[src/rtl/minmax_tree_pipe.sv]
// rtl/minmax_tree_pipe.sv - pipelined N-input min/max selector with valid/ready handshake
//
// Purpose: selects the minimum (in_mode=0) or maximum (in_mode=1) of NUM_IN
// elements through a registered pairwise compare tree, one tree level per
// pipeline stage, and reports the winning value with its original input index.
//
// Ports:
//   clk        single clock, all state on rising edge
//   rst_n      asynchronous active-low reset
//   in_valid   input vector valid
//   in_ready   block can accept the input vector this cycle
//   in_data    NUM_IN elements, element i at [i*DATA_W +: DATA_W]
//   in_mode    0 = minimum, 1 = maximum, sampled with in_data
//   out_valid  result valid
//   out_ready  downstream accepts the result
//   out_data   selected value
//   out_idx    index of the selected element
//   out_mode   mode the result was computed with

module minmax_tree_pipe #(
  parameter int DATA_W = 8,
  parameter int NUM_IN = 8,
  parameter int SIGNED = 0,
  localparam int LEVELS = $clog2(NUM_IN),
  localparam int IDX_W  = $clog2(NUM_IN)
) (
  input  logic                     clk,
  input  logic                     rst_n,
  input  logic                     in_valid,
  output logic                     in_ready,
  input  logic [NUM_IN*DATA_W-1:0] in_data,
  input  logic                     in_mode,
  output logic                     out_valid,
  input  logic                     out_ready,
  output logic [DATA_W-1:0]        out_data,
  output logic [IDX_W-1:0]         out_idx,
  output logic                     out_mode
);

  // Number of live entries at tree level k (level 0 = the raw inputs).
  function automatic int f_cnt(input int k);
    return (NUM_IN + (1 << k) - 1) >> k;
  endfunction

  // True when the right-hand candidate b beats the left-hand candidate a.
  // a always covers lower original indices than b, so ties keep a.
  function automatic logic f_b_wins(input logic [DATA_W-1:0] a,
                                    input logic [DATA_W-1:0] b,
                                    input logic              pa,
                                    input logic              pb,
                                    input logic              mode);
    logic b_lt;
    logic b_gt;
    if (SIGNED != 0) begin
      b_lt = $signed(b) < $signed(a);
      b_gt = $signed(b) > $signed(a);
    end else begin
      b_lt = b < a;
      b_gt = b > a;
    end
    if (!pa)      f_b_wins = 1'b1;
    else if (!pb) f_b_wins = 1'b0;
    else          f_b_wins = mode ? b_gt : b_lt;
  endfunction

  // Stage registers; only the first f_cnt(k) entries of stage k carry data.
  logic [DATA_W-1:0] r_val  [1:LEVELS][0:NUM_IN-1];
  logic [IDX_W-1:0]  r_idx  [1:LEVELS][0:NUM_IN-1];
  logic              r_pres [1:LEVELS][0:NUM_IN-1];
  logic              r_mode [1:LEVELS];
  logic              r_v    [1:LEVELS];

  // Source (previous level) and next-state views for each stage.
  logic [DATA_W-1:0] w_src_val  [1:LEVELS][0:NUM_IN-1];
  logic [IDX_W-1:0]  w_src_idx  [1:LEVELS][0:NUM_IN-1];
  logic              w_src_pres [1:LEVELS][0:NUM_IN-1];
  logic              w_src_mode [1:LEVELS];
  logic              w_src_v    [1:LEVELS];
  logic [DATA_W-1:0] w_nxt_val  [1:LEVELS][0:NUM_IN-1];
  logic [IDX_W-1:0]  w_nxt_idx  [1:LEVELS][0:NUM_IN-1];
  logic              w_nxt_pres [1:LEVELS][0:NUM_IN-1];
  logic [LEVELS:1]   w_ready;

  // Backpressure chain: a stage may load if it is empty or its successor
  // can take its contents this cycle.
  always_comb begin
    w_ready = '0;
    w_ready[LEVELS] = !r_v[LEVELS] || out_ready;
    for (int k = LEVELS - 1; k >= 1; k--) begin
      w_ready[k] = !r_v[k] || w_ready[k+1];
    end
  end

  for (genvar k = 1; k <= LEVELS; k++) begin : g_lvl
    localparam int PC = f_cnt(k - 1);

    if (k == 1) begin : g_first
      assign w_src_v[k]    = in_valid;
      assign w_src_mode[k] = in_mode;
      for (genvar i = 0; i < NUM_IN; i++) begin : g_leaf
        assign w_src_val[k][i]  = in_data[i*DATA_W +: DATA_W];
        assign w_src_idx[k][i]  = IDX_W'(i);
        assign w_src_pres[k][i] = 1'b1;
      end
    end else begin : g_inner
      assign w_src_v[k]    = r_v[k-1];
      assign w_src_mode[k] = r_mode[k-1];
      for (genvar i = 0; i < NUM_IN; i++) begin : g_fwd
        assign w_src_val[k][i]  = r_val[k-1][i];
        assign w_src_idx[k][i]  = r_idx[k-1][i];
        assign w_src_pres[k][i] = r_pres[k-1][i];
      end
    end

    for (genvar j = 0; j < NUM_IN; j++) begin : g_ent
      if (2*j + 1 < PC) begin : g_pair
        logic w_bwin;
        assign w_bwin = f_b_wins(w_src_val[k][2*j], w_src_val[k][2*j+1],
                                 w_src_pres[k][2*j], w_src_pres[k][2*j+1],
                                 w_src_mode[k]);
        assign w_nxt_val[k][j]  = w_bwin ? w_src_val[k][2*j+1] : w_src_val[k][2*j];
        assign w_nxt_idx[k][j]  = w_bwin ? w_src_idx[k][2*j+1] : w_src_idx[k][2*j];
        assign w_nxt_pres[k][j] = w_src_pres[k][2*j] | w_src_pres[k][2*j+1];
      end else if (2*j < PC) begin : g_pass
        // Odd entry count: the last entry rides through this level unchanged.
        assign w_nxt_val[k][j]  = w_src_val[k][2*j];
        assign w_nxt_idx[k][j]  = w_src_idx[k][2*j];
        assign w_nxt_pres[k][j] = w_src_pres[k][2*j];
      end else begin : g_none
        assign w_nxt_val[k][j]  = '0;
        assign w_nxt_idx[k][j]  = '0;
        assign w_nxt_pres[k][j] = 1'b0;
      end
    end
  end

  // Valid flags follow the ready chain so bubbles collapse; payload only
  // moves with a valid transaction so a stalled or idle stage keeps its data.
  always_ff @(posedge clk or negedge rst_n) begin
    if (!rst_n) begin
      for (int k = 1; k <= LEVELS; k++) begin
        r_v[k]    <= 1'b0;
        r_mode[k] <= 1'b0;
        for (int j = 0; j < NUM_IN; j++) begin
          r_val[k][j]  <= '0;
          r_idx[k][j]  <= '0;
          r_pres[k][j] <= 1'b0;
        end
      end
    end else begin
      for (int k = 1; k <= LEVELS; k++) begin
        if (w_ready[k]) begin
          r_v[k] <= w_src_v[k];
          if (w_src_v[k]) begin
            r_mode[k] <= w_src_mode[k];
            for (int j = 0; j < NUM_IN; j++) begin
              r_val[k][j]  <= w_nxt_val[k][j];
              r_idx[k][j]  <= w_nxt_idx[k][j];
              r_pres[k][j] <= w_nxt_pres[k][j];
            end
          end
        end
      end
    end
  end

  assign in_ready  = w_ready[1];
  assign out_valid = r_v[LEVELS];
  assign out_data  = r_val[LEVELS][0];
  assign out_idx   = r_idx[LEVELS][0];
  assign out_mode  = r_mode[LEVELS];

endmodule

[config.mk]
export PLATFORM = sky130hd
export DESIGN_NAME = minmax_tree_pipe
export DESIGN_NICKNAME = d
export VERILOG_FILES = /design/src/rtl/minmax_tree_pipe.sv
export SDC_FILE = /design/constraint.sdc
export NUM_CORES = 1
export LEC_CHECK = 0
export CAP_MARGIN = 20
export CORE_MARGIN = 1
export CORE_UTILIZATION = 46
export DETAILED_ROUTE_END_ITERATION = 12
export MAX_ROUTING_LAYER = met4
export PLACE_DENSITY = 0.78
export SYNTH_ARGS = -nofsm -noshare
export SYNTH_HDL_FRONTEND = slang
export SYNTH_SLANG_ARGS = --single-unit
[constraint.sdc]
create_clock -name clk -period 4.93 [get_ports clk]
set_input_delay 0.7395 -clock clk [delete_from_list [all_inputs] [get_ports clk]]
set_output_delay 0.7395 -clock clk [all_outputs]
set_load 0.02 [all_outputs]
== Word level (Yosys, flattened, before mapping) ==
Cells that the tools add are included.
Operators by class
  order comparisons: 14
  mux-type cells: 24
  reductions and logical operators: 9
Operators with widths (number)
  $gt A8 B8 Y1: 7
  $lt A8 B8 Y1: 7
  $mux W8: 7
  $mux W1: 14
  $mux W3: 3
  $reduce_and A2 Y1: 3
  $logic_not A1 Y1: 3
  $logic_or A1 B1 Y1: 3
Storage, ports and cells
  flip-flop bits (word level): 85
  input bits: 69
  word-level logic and storage cells: 69

== Longest topological paths before layout ==
Gate-level depths: netlist of run 1.
  depth in word-level cells: 5
  gate-level depth with buffers: 10
  depth with buffers taken out: 8

== Worst setup path after synthesis of run 1 ==
OpenSTA, ideal clock, no wires.
  kind: in2reg
  start: input in_data[49]
  end: register r_val[161] in the netlist's numbering
  data arrival time: 2.381 ns
  data required time: 4.804 ns
  path slack: 2.423 ns
  stages: 10
  path buffers: 2
  cell sequence: inv_1 ha_1 nor2b_1 o211ai_2 a21oi_1 or3_1 buf_2 and2_1 buf_6 a221o_1
On the way
  longest elaborated chain between the ends: 3
  elaborated cells between the ends (all ways): 4
  classes of those cells: 2 x order compare; 2 x mux
Ends and longest elaborated chain
  start: declaration: RTL line 31  | input logic [NUM_IN*DATA_W-1:0] in_data,
  $lt A8 B8 Y1 / $gt A8 B8 Y1 (equally long branches): RTL line 58, 59
  $mux W1: RTL line 63  | else f_b_wins = mode ? b_gt : b_lt;
  $mux W8 (*): RTL line 121  | assign w_nxt_val[k][j] = w_bwin ? w_src_val[k][2*j+1] : w_src_val[k][2*j];
  end signal: indexed assignment: RTL line 157  | r_val[k][j] <= w_nxt_val[k][j];
  end: declaration: RTL line 67  | logic [DATA_W-1:0] r_val [1:LEVELS][0:NUM_IN-1];
Mark *: on every way between the ends. The rest lies on a longest branch, timed or not.
A chain may end at the register's enable or synchronous reset.

== Final worst setup path of run 1 ==
  start: input in_data[1]
  end: register r_val[188] in the netlist's numbering
On the way
  longest elaborated chain between the ends: 3
  elaborated cells between the ends (all ways): 4
  classes of those cells: 2 x order compare; 2 x mux
Ends and longest elaborated chain (RTL line)
  $lt A8 B8 Y1 / $gt A8 B8 Y1 (equally long branches): 58, 59
  $mux W1 (*): 63
  $mux W8 (*): 121
Marked as above.

==> reports/results.ini, run 1 <==
[run_status]
status=complete, no violations

[grt]
grt_pass1_vias=4698
antenna_found_initial=0
track_usage=0.2348
grt_pass1_wl_um=21830
overflow=0
grt_max_degree=63

[cells_and_area]
fin_cells=804
area_delta_synth_final_pct=20.00
multi_input_area_um2=2974
drive_above_1_share=0.04518
final-seq-area_um2=1902
num_antenna_cells=0
design_area_um2=6402
fill_cells=1014
fin_nets=785

[placed_design]
portBuffers=82
post_dp_cell_area_um2=6118
placed_cells=789
dp_hpwl_um=9882
gp_congestion=0.8586

[clocking]
ctsHoldBuffers=0
clockBufferDepth=2
cts_tree=done
cts_resized=0
cts_root_buffer=clkbuf_16
clock_latency_ns=0.33
clk_pin_slew_ns=0.06
htreeDepth=3
cts_buffers=9
clock_sinks=76
cts_setup_buffers=0

[floorplanning]
row_count=38
die_height_um=109.7
pin_count=83
die-area_um2=12030
initial_core_util=0.4816
die_w_um=109.7
coreArea_um2=11080

[timing]
rsz0062_at_grt=false
max_slew_margin=0.4190
hold_slack_ns=0.3047
fmax_mhz=332.4
min_period_ns=3.009
fin_crit_sh=0.6102
worst_slew_pin_slew_ns=0.8641
hold_violations=0
drv_slew=0
setup_viol=0
skew_ns=0.006593
fin_tns_setup_ns=0

[synth]
synth_seq_area_share=0.3565
synth_edf_count=0
ys_types=52
ys_ff_latch=76
syn_avg_cell_area_um2=8.760
synthArstFlopShare=1.000
synthesis.nets=734
yosysWarnings=0
netlist_area_um2=5335
netlist_instances=609
synthFlopType=dfrtp_1

[setup_path]
crit_chain=clkdlybuf4s50_1 -> inv_1 -> ha_1 -> nor2b_1 -> o211ai_1 -> a21oi_1 -> o21ai_1 -> and2_0 -> o221ai_1
worstSetupEndpointType=flop
critPathBufInv=2
crit_start=in_data[1]
slowest_delay_ns=0.50
reg2regPathDepth=6
critical_path.top_delay_family=compound AO/OA/AOI/OAI gates
crit_cells=9
critical_path.max_fanout=9
r2r_setup_slack_ns=2.35
criticalPathCategory=in -> reg
cp.arrival_ns=3.18
endpoint=r_val[188]
timing.rr.end=r_val[126]
required_ns=5.11
slowest_stage=and2_0
worst_setup_path_start_kind=input port
r2r-start=r_val[181]

[drt]
detail_route.drc_violations=0
postRouteAntennaNets=0
routed_wl_um=12470
vias=4722
dr.first_iter.drc_count=453
wl_per_cell_um=15.51
vias_per_cell=5.873
drtPass1Iterations=5

[power_and_ir_drop]
p_per_area_nw_per_um2=429.1
leakage_nw=2.881
peakVddDrop_mv=0.2990

[job]
cap_violations=0

[worst_hold_path]
hp-class=in -> async

[worst reg2reg max path, stage by stage, from the launching register on]
cell and delay [ns]:
dfrtp_1 0.43, ha_1 0.33, a211oi_1 0.31, o21bai_2 0.15, mux2i_1 0.17, nor4b_4 0.75
o221ai_1 0.27
[kinds of logic after synthesis]
family                     count (synthesis)  share of synthesized area
and+or+nand+nor                          208                     0.1944
AOI/OAI and AO/OA                        158                     0.2190
buffers and inverters                    105                    0.08607
DFF                                       76                     0.3565
adders and majority gates                 56                     0.1313
muxes                                      6                    0.01266
[placed cells by master, fill, tap and decap left out, types with 2 or more instances in the layout]
master / synthesis / layout
nand4_1: 24 / 24
and2_1: 6 / 6
a211oi_1: 4 / 4
a221o_1: 7 / 7
or3_1: 4 / 4
clkdlybuf4s50_1: 0 / 81
o21ai_1: 13 / 13
inv_1: 57 / 57
nor2_1: 15 / 15
nor3b_1: 3 / 3
o21bai_2: 2 / 2
nand2_1: 106 / 106
clkbuf_1: 19 / 2
mux2_1: 2 / 2
nand3b_1: 8 / 8
dfrtp_1: 76 / 76
o211ai_1: 32 / 32
buf_4: 12 / 4
a41oi_1: 2 / 2
nor4b_4: 2 / 2
o311ai_1: 17 / 17
mux2i_1: 2 / 2
o21bai_1: 6 / 6
ha_1: 56 / 56
or3b_1: 2 / 2
o211a_1: 4 / 4
a31oi_1: 2 / 2
a311o_1: 7 / 7
o21ai_0: 6 / 6
a21o_1: 4 / 4
a21oi_1: 31 / 31
o31ai_1: 2 / 2
nand2b_1: 4 / 4
nor2b_1: 8 / 8
or2_1: 2 / 2
inv_2: 2 / 2
nand3_1: 18 / 18
clkbuf_16: 0 / 9
o221ai_1: 15 / 15
[worst min-delay path by stage]
stage                     startpoint     endpoint
after floorplan                rst_n  out_data[0]
after global placement    out_idx[2]   out_idx[2]
after detailed placement   r_idx[44]    r_idx[44]
after CTS                      rst_n    out_valid
after global routing           rst_n    out_valid
final                          rst_n    out_valid
[power breakdown]
group / leakage [nW] / switching [W] / internal [W] / total, W
Clock: 0.136 / 0.000240 / 0.000389 / 0.000629
Combinational: 1.81 / 0.000636 / 0.000492 / 0.00113
Sequential: 0.931 / 0.000176 / 0.000814 / 0.000989
Total: 2.88 / 0.00105 / 0.00169 / 0.00275
[final cells by class]
| class | instances | area share |
|---|---|---|
| Sequential cell | 76 | 0.2970 |
| Multi-Input combinational cell | 428 | 0.4645 |
| Tap cell | 140 | 0.02736 |
| Timing Repair Buffer | 86 | 0.1321 |
| Clock inverter | 4 | 0.008013 |
| Inverter | 59 | 0.03459 |
| Clock buffer | 11 | 0.03635 |
[metal layers]
layer | up-vias | wire length [µm] | GRT usage
met2 | 165 | 5869 | 0.3796
met3 | 25 | 564 | 0.03379
met5 | - | 0 | -
met4 | 0 | 259 | 0.07143
li1 | 2309 | - | -
met1 | 2223 | 5780 | 0.3054
[synthesized netlist by cell type (7+ instances only)]
cell	n	area [µm²]
a21oi_1	31	155.2
a221o_1	7	70.07
a311o_1	7	70.07
buf_2	10	50.05
buf_4	12	90.09
clkbuf_1	19	71.32
dfrtp_1	76	1902
ha_1	56	700.7
inv_1	57	214.0
nand2_1	106	397.9
nand3_1	18	90.09
nand3b_1	8	60.06
nand4_1	24	150.1
nor2_1	15	56.30
nor2b_1	8	50.05
o211ai_1	32	240.2
o21ai_1	13	65.06
o221ai_1	15	131.4
o311ai_1	17	148.9
[state kept, by name (all words and copies together), names as in the netlist]
register	flops
r_pres	1
out_data	8
out_idx	3
r_mode	2
out_mode	1
r_v	2
r_idx	10
out_valid	1
r_val	48
[through the flow]
step | util | total power [W] | setup WS, ns
2_1_floorplan | - | 0.001803 | 2.423
3_3_place_gp | 0.5523 | 0.002058 | 1.767
3_5_place_dp | 0.5523 | 0.002116 | 1.594
4_1_cts | 0.5779 | 0.002750 | 1.947
5_1_grt | 0.5779 | 0.002945 | 1.741
6_report | 0.5779 | 0.002747 | 1.921
Power figures use the tool's default switching activity.
==> inputs of run 2 (changes only) <==
- clock period: 4.93 -> 3.1 ns (I/O delays scaled with it)
==> reports/results.ini, run 2 (same netlist as run 1, synthesis figures left out) <==
[timing]
setup_slack_ns=0.4826  ; -1.439 ns
fin_tns_setup_ns=0  ; unchanged
setup_viol=0  ; unchanged
hold_violations=0  ; unchanged
fmax_mhz=382.1
rsz0062_at_grt=false
drv_slew=0  ; unchanged
fin_crit_sh=0.8443
skew_ns=0.007489  ; +0.0008952 ns
hold_slack_ns=0.1405  ; -0.1643 ns
worst_slew_pin_slew_ns=0.8735  ; +0.009375 ns
max_slew_margin=0.4127  ; -0.006303
min_period_ns=2.617

[cells_and_area]
regMostFlops=r_val
num_antenna_cells=0  ; unchanged
design_area_um2=6474  ; +1.1%
final-seq-area_um2=1902  ; unchanged
largest_reg_flops=48  ; unchanged
fill_cells=1006  ; -0.79%
final_common_cell=nand2_1
multi_input_area_um2=2974  ; unchanged
area_delta_synth_final_pct=21.34
final_cell_mix=nand2_1 (106), clkdlybuf4s50_1 (81), dfrtp_1 (76)
drive_above_1_share=0.05381  ; +0.008631
fin_nets=790  ; +0.64%

[setup_path]
cp.arrival_ns=2.85  ; -0.33 ns
worst_setup_path_start_kind=input port
criticalPathCategory=in -> reg
crit_start=in_data[5]
r2r-start=r_val[117]
worstSetupEndpointType=flop
r2r_setup_slack_ns=0.61  ; -1.74 ns
critical_path.max_fanout=9  ; unchanged
timing.rr.end=out_data[7]
required_ns=3.33  ; -1.78 ns
reg2regPathDepth=6  ; unchanged
endpoint=r_val[189]

[power_and_ir_drop]
peakVddDrop_mv=0.5370  ; +80%
p_seq_frac=0.356  ; -0.004
p_sw_frac=0.3808  ; -0.002218
finalPower_w=0.004429  ; +61%
combPwrFrac=0.412  ; about the same
p_per_area_nw_per_um2=684.2  ; +59%
power_frac_clock=0.233  ; +0.004
internal_power_w=0.002742  ; +62%
leakage_nw=2.915  ; +1.2%
switchingPower_w=0.001687  ; +60%

[drt]
vias=4765  ; +0.91%
wl_per_cell_um=16.08  ; +3.7%
dr.first_iter.drc_count=344  ; -24%
drtPass1Iterations=5  ; unchanged
postRouteAntennaNets=0  ; unchanged
detail_route.drc_violations=0  ; unchanged
routed_wl_um=13010  ; +4.3%
vias_per_cell=5.890  ; +0.29%

[placed_design]
portBuffers=82  ; unchanged
gp_congestion=0.8829  ; +2.8%
pre_cts_ws_ns=0.1942  ; -1.400 ns
dp_hpwl_um=10060  ; +1.8%
post_dp_cell_area_um2=6181  ; +1.0%

[grt]
grt_max_degree=77  ; +22%
overflow=0  ; unchanged
track_usage=0.2385  ; +0.003687
grt_pass1_vias=4599  ; -2.1%
antenna_found_initial=0  ; unchanged
grt_pass1_wl_um=22000  ; +0.79%

[floorplanning]
pin_count=83  ; unchanged
die_height_um=109.7  ; unchanged
coreArea_um2=11080  ; unchanged
die-area_um2=12030  ; unchanged
die_w_um=109.7  ; unchanged
initial_core_util=0.4816  ; unchanged
row_count=38  ; unchanged

[clocking]
cts_tree=done
ctsHoldBuffers=0  ; unchanged
htreeDepth=3  ; unchanged
clock_sinks=76  ; unchanged
cts_root_buffer=clkbuf_16
cts_buffers=9  ; unchanged
cts_setup_buffers=0  ; unchanged
clockBufferDepth=2  ; unchanged
clock_latency_ns=0.33  ; about the same
clk_pin_slew_ns=0.06  ; about the same
cts_resized=0  ; unchanged

[job]
cap_violations=0  ; unchanged

[run_status]
status=complete, no violations

[worst_hold_path]
hp-class=in -> async

[run 2: changes by cell type in the layout (fill, tap and decap cells not counted)]
cell and change:
buf_4 +3, buf_12 +2, clkbuf_1 -1, clkbuf_8 +1, clkinv_4 -1, clkinvlp_4 +1
[run 2: how the worst min path moves through the flow]
stage	from	to	depth (start not counted)	slack [ns]
after floorplan	rst_n	out_data[0]	0	0.17
after global placement	out_mode	out_mode	2	0.46
after detailed placement	out_mode	out_mode	2	0.47
after CTS	rst_n	out_valid	2	0.18
after global routing	rst_n	r_v[1]	2	0.19
final	rst_n	out_valid	2	0.14
[run 2: final cells by class]
| class | instances | area share |
|---|---|---|
| clock buffers | 11 | 0.03750 |
| clock inverters | 4 | 0.007731 |
| well taps | 140 | 0.02706 |
| repair buffers | 91 | 0.1403 |
| flip-flops and latches | 76 | 0.2938 |
| inverters | 59 | 0.03421 |
| multi-input cells | 428 | 0.4594 |
[run 2: metrics by stage]
stage | utilization | std cells
after floorplan | - | 609
after global placement | 0.5579 | 794
after detailed placement | 0.5579 | 794
after CTS | 0.5844 | 809
after global routing | 0.5844 | 809
final | 0.5844 | 809
[run 2: power by group through the flow]
stage                     Combinational [W]  Sequential [W]  Clock (W)
after detailed placement            0.00181         0.00159          0
after global placement              0.00172         0.00157          0
after floorplan                     0.00140         0.00147          0
after global routing                0.00205         0.00161    0.00109
after CTS                           0.00182         0.00157    0.00105
final                               0.00182         0.00158    0.00103
[run 2: critical path, stage by stage]
cell             delay [ns]
clkdlybuf4s50_1        0.49
inv_1                  0.05
ha_1                   0.31
a211oi_1               0.25
o21bai_1               0.16
or3_1                  0.50
and2_0                 0.36
o221ai_1               0.26
[run 2: metal layers]
metal / vias to the layer above / GRT usage / part of all wire
met5: - / - / 0
met4: 0 / 0.07048 / 0.019
met3: 23 / 0.03557 / 0.047
met2: 162 / 0.3841 / 0.47
met1: 2267 / 0.3111 / 0.46
li1: 2313 / - / -
